[config.mk]
export PLATFORM = sky130hd
export DESIGN_NAME = menu_textmenu_nav
export DESIGN_NICKNAME = d
export VERILOG_FILES = /design/src/rtl/menu_textmenu_nav.sv
export SDC_FILE = /design/constraint.sdc
export NUM_CORES = 1
export LEC_CHECK = 0
export CAP_MARGIN = 20
export CORE_MARGIN = 2
export CORE_UTILIZATION = 57
export DETAILED_ROUTE_END_ITERATION = 12
export DONT_BUFFER_PORTS = 1
export PLACE_DENSITY = 0.75
export SETUP_SLACK_MARGIN = 0.1
export SLEW_MARGIN = 20
export SYNTH_ARGS = -nofsm -noshare
export SYNTH_HDL_FRONTEND = slang
export SYNTH_SLANG_ARGS = --single-unit
[constraint.sdc]
create_clock -name clk -period 2.1 [get_ports clk]
set_input_delay 0.42 -clock clk [delete_from_list [all_inputs] [get_ports clk]]
set_output_delay 0.42 -clock clk [all_outputs]
set_load 0.02 [all_outputs]
[src/rtl/menu_textmenu_nav.sv]
// -----------------------------------------------------------------------------
// menu_textmenu_nav
//
// Navigable text menu for the character-mode VGA overlay. Maps the character
// grid position coming from the font/char pipeline to a 7-bit character code,
// keeps a cursor driven by up/down/enter keys, marks the cursor row for inverse
// video and raises a valid/ready selection request towards game control.
//
// Character codes are 7-bit ASCII: SPACE 0x20, NKL '[' 0x5B, NKR ']' 0x5D,
// digits 0x30.., uppercase letters 0x41...
//
// Parameters:
//   N_ITEMS    number of menu rows (1..9)
//   COLS       characters per row (5..16)
//   WRAP       1 = cursor wraps at the ends, 0 = cursor saturates
//   BLINK_DIV  clk cycles per blink half-period (only with MENU_BLINK_EN)
//
// Optional feature macro: MENU_BLINK_EN -- cursor row blinks while idle and is
//   shown steady while a selection request is pending.
//
// Ports:
//   clk        clock
//   rst        synchronous active-high reset
//   char_xy    [7:4] row, [3:0] column of the character being fetched
//   key_up     synchronised level, active-high
//   key_down   synchronised level, active-high
//   key_enter  synchronised level, active-high
//   sel_ready  consumer accepts the selection
//   char_code  character code, registered (1 cycle after char_xy)
//   char_inv   render inverted (cursor highlight), registered
//   sel_valid  selection request pending
//   sel_idx    selected item index, stable while sel_valid=1
//   cur_idx    current cursor index
// -----------------------------------------------------------------------------
module menu_textmenu_nav #(
    parameter int N_ITEMS   = 4,
    parameter int COLS      = 16,
    parameter int WRAP      = 1,
    parameter int BLINK_DIV = 25_000_000
) (
    input  logic       clk,
    input  logic       rst,
    input  logic [7:0] char_xy,
    input  logic       key_up,
    input  logic       key_down,
    input  logic       key_enter,
    input  logic       sel_ready,
    output logic [6:0] char_code,
    output logic       char_inv,
    output logic       sel_valid,
    output logic [3:0] sel_idx,
    output logic [3:0] cur_idx
);

    localparam logic [6:0] CH_SPACE  = 7'h20;
    localparam logic [6:0] CH_NKL    = 7'h5B;
    localparam logic [6:0] CH_NKR    = 7'h5D;
    localparam logic [6:0] CH_DIGIT0 = 7'h30;

    localparam logic [3:0] LAST_IDX = 4'(N_ITEMS - 1);
    localparam logic [4:0] N_LIM    = 5'(N_ITEMS);
    localparam logic [4:0] COLS_LIM = 5'(COLS);

    // Labels occupy columns 4..15, 12 characters each, padded with spaces.
    localparam logic [95:0] LABEL_0 = "GRAJ        ";
    localparam logic [95:0] LABEL_1 = "FABULA      ";
    localparam logic [95:0] LABEL_2 = "O GRZE      ";
    localparam logic [95:0] LABEL_3 = "STEROWANIE  ";
    localparam logic [95:0] LABEL_BLANK = "            ";

    if (N_ITEMS < 1 || N_ITEMS > 9 || COLS < 5 || COLS > 16 || BLINK_DIV < 1) begin : g_bad_param
        $error("menu_textmenu_nav: parameter out of range");
    end

    typedef enum logic {
        IDLE = 1'b0,
        REQ  = 1'b1
    } state_t;

    state_t     state_reg, state_next;
    logic [3:0] cur_reg, cur_next;
    logic [3:0] sel_reg, sel_next;

    // ---------------------------------------------------------------------
    // Key edge detection. Bit 0 = up, 1 = down, 2 = enter.
    // rst_hold_reg suppresses edges on the first cycle after reset so a key
    // held through reset is absorbed into the previous-level register.
    // ---------------------------------------------------------------------
    logic [2:0] key_vec;
    logic [2:0] key_prev_reg;
    logic [2:0] key_edge_reg;
    logic       rst_hold_reg;

    assign key_vec = {key_enter, key_down, key_up};

    always_ff @(posedge clk) begin
        if (rst) begin
            rst_hold_reg <= 1'b1;
        end else begin
            rst_hold_reg <= 1'b0;
        end
    end

    for (genvar gi = 0; gi < 3; gi++) begin : g_key_edge
        always_ff @(posedge clk) begin
            if (rst) begin
                key_prev_reg[gi] <= 1'b0;
                key_edge_reg[gi] <= 1'b0;
            end else begin
                key_prev_reg[gi] <= key_vec[gi];
                key_edge_reg[gi] <= key_vec[gi] & ~key_prev_reg[gi] & ~rst_hold_reg;
            end
        end
    end

    logic up_edge, down_edge, enter_edge;
    assign up_edge    = key_edge_reg[0];
    assign down_edge  = key_edge_reg[1];
    assign enter_edge = key_edge_reg[2];

    // ---------------------------------------------------------------------
    // Cursor / selection FSM
    // ---------------------------------------------------------------------
    always_ff @(posedge clk) begin
        if (rst) begin
            state_reg <= IDLE;
            cur_reg   <= 4'd0;
            sel_reg   <= 4'd0;
        end else begin
            state_reg <= state_next;
            cur_reg   <= cur_next;
            sel_reg   <= sel_next;
        end
    end

    always_comb begin
        state_next = state_reg;
        cur_next   = cur_reg;
        sel_next   = sel_reg;
        case (state_reg)
            IDLE: begin
                // Enter wins over movement; simultaneous up+down cancel out.
                if (enter_edge) begin
                    state_next = REQ;
                    sel_next   = cur_reg;
                end else if (up_edge && !down_edge) begin
                    if (cur_reg == 4'd0) begin
                        cur_next = (WRAP != 0) ? LAST_IDX : 4'd0;
                    end else begin
                        cur_next = cur_reg - 4'd1;
                    end
                end else if (down_edge && !up_edge) begin
                    if (cur_reg == LAST_IDX) begin
                        cur_next = (WRAP != 0) ? 4'd0 : LAST_IDX;
                    end else begin
                        cur_next = cur_reg + 4'd1;
                    end
                end
            end
            REQ: begin
                // Key edges are dropped here; only the handshake matters.
                if (sel_ready) begin
                    state_next = IDLE;
                end
            end
            default: state_next = IDLE;
        endcase
    end

    assign sel_valid = (state_reg == REQ);
    assign sel_idx   = sel_reg;
    assign cur_idx   = cur_reg;

    // ---------------------------------------------------------------------
    // Text generation
    // ---------------------------------------------------------------------
    logic [3:0]  row, col;
    logic [95:0] label_row;
    logic [6:0]  label_char;
    logic [6:0]  code_next;
    logic        hl;
    logic        inv_next;
    int          label_pos;

    assign row = char_xy[7:4];
    assign col = char_xy[3:0];

    always_comb begin
        label_row = LABEL_BLANK;
        case (row)
            4'd0:    label_row = LABEL_0;
            4'd1:    label_row = LABEL_1;
            4'd2:    label_row = LABEL_2;
            4'd3:    label_row = LABEL_3;
            default: label_row = LABEL_BLANK;
        endcase
        label_pos  = (col >= 4'd4) ? (int'(col) - 4) : 0;
        // Leftmost label character sits in the top byte of the string.
        label_char = label_row[8 * (11 - label_pos) +: 7];
    end

    always_comb begin
        code_next = CH_SPACE;
        if ({1'b0, row} < N_LIM && {1'b0, col} < COLS_LIM) begin
            case (col)
                4'd0:    code_next = CH_NKL;
                4'd1:    code_next = CH_DIGIT0 + {3'b000, row} + 7'd1;
                4'd2:    code_next = CH_NKR;
                4'd3:    code_next = CH_SPACE;
                default: code_next = label_char;
            endcase
        end
    end

    // cur_reg is always < N_ITEMS, so a row match implies a valid menu row.
    assign hl = (row == cur_reg) && ({1'b0, col} < COLS_LIM);

`ifdef MENU_BLINK_EN
    localparam int BW = (BLINK_DIV > 1) ? $clog2(BLINK_DIV) : 1;
    localparam logic [BW-1:0] BLINK_LAST = BW'(BLINK_DIV - 1);

    logic [BW-1:0] blink_cnt_reg;
    logic          blink_reg;

    always_ff @(posedge clk) begin
        if (rst) begin
            blink_cnt_reg <= '0;
            blink_reg     <= 1'b1;
        end else if (blink_cnt_reg == BLINK_LAST) begin
            blink_cnt_reg <= '0;
            blink_reg     <= ~blink_reg;
        end else begin
            blink_cnt_reg <= blink_cnt_reg + 1'b1;
        end
    end

    // Pending selection shows a steady highlight as confirmation.
    assign inv_next = hl & (blink_reg | (state_reg == REQ));
`else
    assign inv_next = hl;
`endif

    logic [6:0] char_code_reg;
    logic       char_inv_reg;

    always_ff @(posedge clk) begin
        if (rst) begin
            char_code_reg <= 7'd0;
            char_inv_reg  <= 1'b0;
        end else begin
            char_code_reg <= code_next;
            char_inv_reg  <= inv_next;
        end
    end

    assign char_code = char_code_reg;
    assign char_inv  = char_inv_reg;

endmodule

After elaboration in Yosys (flattened, before gate mapping)
Index checks and enable logic that the tools add are counted.
W data, S select, Z words.
{"block": "totals", "reg_bits": 24, "in_bits": 14, "output_inout_bits": 17, "word_cells": 66}
{"block": "classes", "addsub": 6, "n_lt_le_gt_ge": 2, "n_eq_ne": 8, "shift": 1, "n_mux": 12, "bitwise_logic": 13, "n_reduce_logical": 11}
{"op": "$pmux W95 S4", "count": 1}
{"op": "$shiftx A96 B32 Y7", "count": 1}
{"op": "$mux W29", "count": 1}
{"op": "$sub A5 B29 Y29 const A", "count": 1}
{"op": "$pmux W7 S4", "count": 1}
{"op": "$eq A4 B2 Y1 const B", "count": 5}
{"op": "$mux W4", "count": 4}
{"op": "$logic_not A4 Y1", "count": 3}
{"op": "$eq A4 B1 Y1 const B", "count": 2}
{"op": "$add A6 B4 Y7 const A", "count": 1}
{"op": "$add A7 B1 Y7 const B", "count": 1}
{"op": "$not A1 Y1", "count": 7}
{"op": "$and A1 B1 Y1", "count": 6}
{"op": "$mux W6", "count": 1}
{"op": "$sub A4 B3 Y5 const B", "count": 1}
{"op": "$add A4 B1 Y4 const B", "count": 1}
{"op": "$eq A4 B4 Y1", "count": 1}
{"op": "$ge A4 B3 Y1 const B", "count": 1}
{"op": "$lt A4 B3 Y1 const B", "count": 1}
{"op": "$sub A4 B1 Y4 const B", "count": 1}
{"op": "$mux W1", "count": 3}
{"op": "$reduce_and A3 Y1", "count": 1}
{"op": "$logic_and A1 B1 Y1", "count": 2}
{"op": "$logic_not A1 Y1", "count": 2}
{"op": "4 further kinds", "count": 4}

Logic depth before layout (Yosys ltp)
Gate-level depths: netlist of the first run.
{"block": "depth", "depth_word": 6, "mapped_depth": 11}

Worst setup path before layout of the first run
No wires, ideal clock.
{"block": "synth_timing", "kind": "in2reg", "from": "in char_xy[3]", "to": "reg char_code_reg[5], in the netlist char_code[5]", "setup_time_ns": 0.074, "arrival_time_ns": 2.112, "required_ns": 2.026, "slack_ns": -0.086, "path_stages": 9, "path_cell_list": "buf_2 -> nand2b_1 -> buf_2 -> inv_2 -> ha_1 -> clkbuf_1 -> o32a_1 -> or3_1 -> a31oi_1"}
{"block": "synth_between", "elab_chain_cells": 6}
{"element": "from (decl)", "line": "43", "rtl": "input logic [7:0] char_xy,"}
{"element": "$sub A4 B3 Y5 / $ge A4 B3 Y1 (equally long branches)", "line": "197", "rtl": "label_pos = (col >= 4'd4) ? (int'(col) - 4) : 0;"}
{"element": "$mux W29", "line": "197"}
{"element": "$sub A5 B29 Y29", "line": "199", "rtl": "label_char = label_row[8 * (11 - label_pos) +: 7];"}
{"element": "$shiftx A96 B32 Y7", "line": "199"}
{"element": "$pmux W7 S4 (*)", "line": "205", "rtl": "case (col)"}
{"element": "$mux W6 (*)", "line": "204", "rtl": "if ({1'b0, row} < N_LIM && {1'b0, col} < COLS_LIM) begin"}
{"element": "to (signal assigned)", "line": "251", "rtl": "char_code_reg <= code_next;"}
{"element": "to (decl)", "line": "243", "rtl": "logic [6:0] char_code_reg;"}
Mark *: on every way between the ends. The rest lies on a longest branch, timed or not.
A chain may end at the register's enable or synchronous reset.

Worst setup path in the final report of the first run
{"block": "layout_timing", "from": "reg cur_reg[0], in the netlist cur_idx[0]", "to": "reg cur_reg[2], in the netlist cur_idx[2]"}
{"block": "layout_between", "elab_chain_cells": 4}
{"element": "from (decl)", "line": "81", "rtl": "logic [3:0] cur_reg, cur_next;"}
{"element": "from (signal assigned)", "line": "131", "rtl": "cur_reg <= cur_next;"}
{"element": "$add A4 B1 Y4 / $eq A4 B2 Y1 (equally long branches)", "line": "156, 153"}
{"element": "$mux W4", "line": "153", "rtl": "if (cur_reg == LAST_IDX) begin"}
{"element": "$mux W4", "line": "152", "rtl": "end else if (down_edge && !up_edge) begin"}
{"element": "$mux W4 (*)", "line": "146", "rtl": "end else if (up_edge && !down_edge) begin"}
Mark *: on every way between the ends. The rest lies on a longest branch, timed or not. The select of a mux whose other input is x is not followed.

==> out/results.ini, run 1 <==
[clocking]
path_clk_slew_ns=0.13
clk_path_buf_depth=2
cts.sinks=24
cts_tree=yes
post-cts-setup-buffers=0
cts_inserted_buffers=3
cts_resized=0
hold_buffers=0
cts-root-buf=clkbuf_4
insertion_delay_ns=0.31
htree_levels=1

[die]
start_util_pct=60.7
rows=19
dieArea_mm2=0.00341
core_mm2=0.00278
die_y_um=58.4
die_w_um=58.4
io_pins=31

[route]
wl_um=4320
wl_per_cell_um=18.0
viasPerCell=6.61
vias=1587
ant_nets=0
drtIter0Drc=152
drc=0
first_pass_iters=5

[logic_synthesis]
synth_edf_count=0
synth_area_per_cell_um2=7.78
synth_top_area_share_pct=28.4
ys_seq_area_share_pct=28.4
yosysUniqueCellTypes=52
netlist_instances=217
yosysTopAreaCell=dfxtp_1
synth.net_count=240
synthFlopType=dfxtp_1
synth_area_leaders=dfxtp_1 (28%), ha_1 (6.7%), a21oi_1 (5.0%)
syn_area_mm2=0.00169
synth_seq_cells=24
synthArstFlopShare_pct=0
synth_warnings=0

[setup_path]
path_buf_inv=1
required_ns=2.29
worstSetupStartpointType=flip-flop
cp_top_family=flip-flops
cp_max_fo=9
cpMaxStageDelayCell=dfxtp_1
crit_path_cell_trace=inv_1 > ha_1 > a21oi_1 > o22ai_1 > a21oi_1 > a211oi_1
crit_top_cell=a21oi_1
critical_path_class=flip-flop to flip-flop
endpoint_kind=flip-flop
r2r_slack_ns=0.39
max_stage_delay_ns=0.66
cp.arrival_ns=1.89

[sta]
timing.slew.headroom_pct=60.8
hold_violations=0
fin_crit_ns=1.71
finalSetupViolations=0
rsz0062_at_grt=false
finalSetupTns_ns=0
slew_viol_final=0
period_share_pct=81.3
max_freq_ghz=0.586
clock_skew_ns=0.00152
worst_pin_slew_ns=0.582
whs_ns=0.125

[finish]
fin_util_pct=63.1
final_common_cell=dfxtp_1
nets=233
largest_reg_flops=7
final_layout_size_suffix_gt1_share_pct=9.09
syn_to_final_growth_pct=3.85
antenna_cells=0
final_cell_mix=dfxtp_1 (24), nor2_1 (21), nand2_1 (19), a21oi_1 (17), o21ai_0 (11)

[power_and_ir_drop]
p_leak_nw=0.634
p_per_area_mw_per_mm2=596
irDropWorstVdd_v=0.000526

[place]
dp_hpwl_um=3150
port_buffers=0
place_congestion=1.04

[global_routing]
grt_max_degree=20
first_global_vias=1459
antenna_found_initial=0
grt_overflow=0
grt_pass1_wl_um=6930
grt_usage_pct=26.0

[hold_path]
hold_path_class=input port to flip-flop

[outcome]
status=completed

[flow_run]
maxCapViolCount=0

==> layer usage <==
metal	global-route usage (%)	share of wire, %
met1	32.3	41
met2	44.8	46
met3	2.42	8.2
met4	12.3	4.1
met5	0	0
==> area by class of cell <==
class,instances,area [µm²]
clock inverter,1,30.0
fill,248,1030
sequential,24,480
multi-input combinational,164,1090
timing repair buffer,7,52.6
inverter,10,42.5
clock buffer,3,22.5
tap,31,38.8
==> synth_stat cells, types with 3 or more instances <==
cell / count
nand3_1: 7
inv_1: 9
o22ai_1: 3
a31oi_1: 3
dfxtp_1: 24
xnor2_1: 4
ha_1: 9
nor2_1: 21
xor2_1: 3
nor2b_1: 6
nand2_1: 19
mux2i_1: 4
nor3_1: 5
a311oi_1: 3
o21ai_0: 11
a32oi_1: 3
clkbuf_1: 13
a211oi_1: 6
nor3b_1: 5
a21oi_1: 17
==> through the flow <==
step	total power [W]	instance area [µm²]	instances	setup WS, ns
global route	0.00109	1750	240	0.266
CTS	0.00105	1750	240	0.408
finish	0.00105	1750	240	0.393
global placement	0.000720	1700	236	0.230
detailed placement	0.000722	1700	236	0.217
floorplan	0.000698	1730	217	0.129
==> worst paths after layout <==
| path | from | end | cells past startpoint |
|---|---|---|---|
| setup / recovery | cur_idx[0] | cur_idx[2] | 6 |
| hold / removal | rst | rst_hold_reg | 0 |
| setup reg to reg | cur_idx[0] | cur_idx[2] | 6 |
| hold reg to reg | key_prev_reg[0] | up_edge | 1 |
==> kinds of logic after synthesis <==
family | count (synthesis) | share of synthesized area, %
flip-flops | 24 | 28.4
AND/OR/NAND/NOR | 80 | 25.9
buffers and inverters | 29 | 7.93
multiplexers | 4 | 2.37
AO/OA/AOI/OAI | 64 | 25.1
adder cells (fa/ha/maj) | 9 | 6.67
XOR/XNOR | 7 | 3.63
==> power by group <==
group | switching [W] | internal [W]
Combinational | 0.000127 | 0.0000928
Sequential | 0.0000261 | 0.000472
Clock | 0.000135 | 0.000193
==> worst register-to-register path, cell delays in order (launching register included) <==
cell and delay [ns]:
dfxtp_1 0.66, inv_1 0.18, ha_1 0.26, a21oi_1 0.17, o22ai_1 0.11, a21oi_1 0.15, a211oi_1 0.06
(Power assumes the default switching activity.)
==> run 2, diff against run 1 <==
--- a/config.mk
+++ b/config.mk
@@ -5,12 +5,13 @@
 export SDC_FILE = /design/constraint.sdc
 export NUM_CORES = 1
 export LEC_CHECK = 0
+export ABC_AREA = 1
 export CAP_MARGIN = 20
 export CORE_MARGIN = 2
-export CORE_UTILIZATION = 57
+export CORE_UTILIZATION = 60
 export DETAILED_ROUTE_END_ITERATION = 12
 export DONT_BUFFER_PORTS = 1
-export PLACE_DENSITY = 0.75
+export PLACE_DENSITY = 0.76
 export SETUP_SLACK_MARGIN = 0.1
 export SLEW_MARGIN = 20
 export SYNTH_ARGS = -nofsm -noshare
==> constraint.sdc (replaced) <==
create_clock -name clk -period 1.61 [get_ports clk]
set_input_delay 0.322 -clock clk [delete_from_list [all_inputs] [get_ports clk]]
set_output_delay 0.322 -clock clk [all_outputs]
set_load 0.02 [all_outputs]
==> out/results.ini, run 2 <==
[die]
core_mm2=0.00269  ; was 0.00278 mm²
die_w_um=56.5  ; was 58.4 µm
io_pins=31  ; unchanged
dieArea_mm2=0.00319  ; was 0.00341 mm²
rows=19  ; unchanged
start_util_pct=61.5  ; was 60.7%
die_y_um=56.5  ; was 58.4 µm

[logic_synthesis]
synth_top_area_share_pct=29.1  ; was 28.4%
synthArstFlopShare_pct=0  ; unchanged
synthFlopType=dfxtp_1  ; unchanged
yosysMostFrequentCell=nand2_1  ; was dfxtp_1
synth.net_count=271  ; was 240
synth_area_leaders=dfxtp_1 (29%), nand2_1 (11%), a21oi_1 (7.0%)  ; was dfxtp_1 (28%), ha_1 (6.7%), a21oi_1 (5.0%)
synth_warnings=0  ; unchanged
synth_area_per_cell_um2=6.66  ; was 7.78 µm²
netlist_instances=248  ; was 217
syn_area_mm2=0.00165  ; was 0.00169 mm²
synth_seq_cells=24  ; unchanged
synth_edf_count=0  ; unchanged
yosysTopAreaCell=dfxtp_1  ; unchanged
yosysUniqueCellTypes=29  ; was 52
synth_common_cells=nand2_1 (50), inv_1 (30), nor2_1 (27)  ; was dfxtp_1 (24), nor2_1 (21), nand2_1 (19)
ys_seq_area_share_pct=29.1  ; was 28.4%

[sta]
worst_pin_slew_ns=0.436  ; was 0.582 ns
finalSetupViolations=0  ; unchanged
period_share_pct=82.6  ; was 81.3%
hold_violations=0  ; unchanged
slew_viol_final=0  ; unchanged
fin_crit_ns=1.33  ; was 1.71 ns
finalSetupTns_ns=0  ; unchanged
rsz0062_at_grt=false  ; unchanged
clock_skew_ns=0.00834  ; was 0.00152 ns
max_freq_ghz=0.752  ; was 0.586 GHz
timing.slew.headroom_pct=70.8  ; was 60.8%
setup_slack_ns=0.281  ; was 0.393 ns

[hold_path]
hp-start=rst  ; unchanged
min_path_cells=0  ; unchanged
hold-path-endpoint=rst_hold_reg  ; unchanged
hold_path_class=input port to flip-flop  ; unchanged

[route]
ant_nets=0  ; unchanged
drc=0  ; unchanged
wl_um=3840  ; was 4320 µm
vias=1626  ; was 1587
wl_per_cell_um=13.2  ; was 18.0 µm
drtIter0Drc=120  ; was 152
viasPerCell=5.61  ; was 6.61
first_pass_iters=4  ; was 5

[finish]
fill_cells=251  ; was 248
nets=284  ; was 233
final_layout_size_suffix_gt1_share_pct=11.6  ; was 9.09%
multi_input_area_mm2=0.00102  ; was 0.00109 mm²
syn_to_final_growth_pct=7.87  ; was 3.85%
antenna_cells=0  ; unchanged
final_common_cell=nand2_1  ; was dfxtp_1
final_cell_mix=nand2_1 (50), inv_1 (30), nor2_1 (27), dfxtp_1 (24)  ; was dfxtp_1 (24), nor2_1 (21), nand2_1 (19), a21oi_1 (17), o21ai_0 (11)
seq_area_um2=480  ; unchanged
fin_util_pct=66.4  ; was 63.1%
largest_reg_flops=7  ; unchanged

[setup_path]
cp.arrival_ns=1.57  ; was 1.89 ns
critical_path_class=flip-flop to flip-flop  ; unchanged
worstReg2RegStart=cur_idx[0]  ; unchanged
endpoint_kind=flip-flop  ; unchanged
worstSetupStartpointType=flip-flop  ; unchanged
reg2regPathDepth=6  ; unchanged
r2r-end=cur_idx[0]  ; was cur_idx[2]
required_ns=1.85  ; was 2.29 ns
r2r_slack_ns=0.28  ; was 0.39 ns
cp_max_fo=7  ; was 9

[global_routing]
antenna_found_initial=0  ; unchanged
grt_usage_pct=25.3  ; was 26.0%
first_global_vias=1369  ; was 1459
grt_max_degree=14  ; was 20
grt_pass1_wl_um=6440  ; was 6930 µm
grt_overflow=0  ; unchanged

[power_and_ir_drop]
p_per_area_mw_per_mm2=714  ; was 596 mW/mm²
power_frac_seq_pct=51.8  ; was 47.7%
clockPowerShare_pct=20.2  ; was 31.3%
pwr-share-comb_pct=28.0  ; was 21.0%
irDropWorstVdd_v=0.000850  ; was 0.000526 V
intPower_w=0.000849  ; was 0.000758 W
p_sw_share_pct=33.3  ; was 27.5%
power_w=0.00127  ; was 0.00105 W
switching_power_w=0.000424  ; was 0.000287 W
p_leak_nw=0.877  ; was 0.634 nW

[clocking]
insertion_delay_ns=0.31  ; about the same
path_clk_slew_ns=0.11  ; was 0.13 ns
cts-root-buf=clkbuf_4  ; unchanged
cts.sinks=24  ; unchanged
post-cts-setup-buffers=0  ; unchanged
cts_inserted_buffers=3  ; unchanged
cts_tree=yes  ; unchanged
cts_resized=0  ; unchanged
hold_buffers=0  ; unchanged
clk_path_buf_depth=2  ; unchanged
htree_levels=1  ; unchanged

[place]
pre_cts_ws_ns=0.0461  ; was 0.217 ns
place_congestion=0.923  ; was 1.04
dp_hpwl_um=3000  ; was 3150 µm
port_buffers=0  ; unchanged

[flow_run]
maxCapViolCount=0  ; unchanged

[outcome]
status=completed  ; unchanged

-- run 2: layer usage --
layer	track usage (%)	wire, µm	up-vias
met1	39.9	1890	717
met2	35.9	1630	56
li1	-	-	847
met5	0	0	-
met4	4.42	39	0
met3	4.61	279	6
-- run 2: power groups by stage --
stage,sequential (W),combinational [W],clock [W]
2_1_floorplan,0.000679,0.000259,0
3_3_place_gp,0.000673,0.000352,0
3_5_place_dp,0.000673,0.000352,0
4_1_cts,0.000660,0.000354,0.000262
5_1_grt,0.000663,0.000403,0.000280
6_report,0.000659,0.000357,0.000256
-- run 2: cells by family after synthesis --
kind of cell | after synthesis | share of synthesized area [%]
AND/OR/NAND/NOR | 121 | 35.0
AO/OA/AOI/OAI | 50 | 16.5
buffers and inverters | 38 | 9.46
flip-flops | 24 | 29.1
adder cells (fa/ha/maj) | 9 | 6.81
XOR/XNOR | 6 | 3.18
-- run 2: area by class of cell --
cell class                 count  share of cell area [%]
multi-input combinational    186                    57.0
sequential                    24                    26.9
inverter                      36                    8.42
timing repair buffer          10                    4.21
tap                           31                    2.18
clock buffer                   3                    1.26
-- run 2: stage by stage --
| step | area (µm²) | cells | hold WS, ns |
|---|---|---|---|
| 2_1_floorplan | 1650 | 248 | 0.350 |
| 3_3_place_gp | 1760 | 287 | 0.350 |
| 3_5_place_dp | 1760 | 287 | 0.350 |
| 4_1_cts | 1780 | 290 | 0.0271 |
| 5_1_grt | 1780 | 290 | 0.0145 |
| 6_report | 1780 | 290 | 0.0287 |
-- run 2: worst max-delay path, cell delays in order, from the launching register on --
cell     delay (ns)
dfxtp_1        0.37
inv_1          0.21
ha_1           0.19
nand3_1        0.11
o21ai_0        0.17
nand2_1        0.07
a21oi_1        0.15
-- run 2: worst max-delay path by stage --
| stage | end | start | cells past startpoint | slack (ns) |
|---|---|---|---|---|
| floorplan | char_code[6] | char_xy[3] | 10 | 0.13 |
| global placement | char_code[6] | char_xy[3] | 10 | 0.09 |
| detailed placement | char_code[1] | char_xy[4] | 10 | 0.05 |
| CTS | cur_idx[2] | cur_idx[0] | 7 | 0.29 |
| global route | cur_idx[2] | cur_idx[0] | 7 | 0.15 |
| finish | cur_idx[0] | cur_idx[0] | 6 | 0.28 |
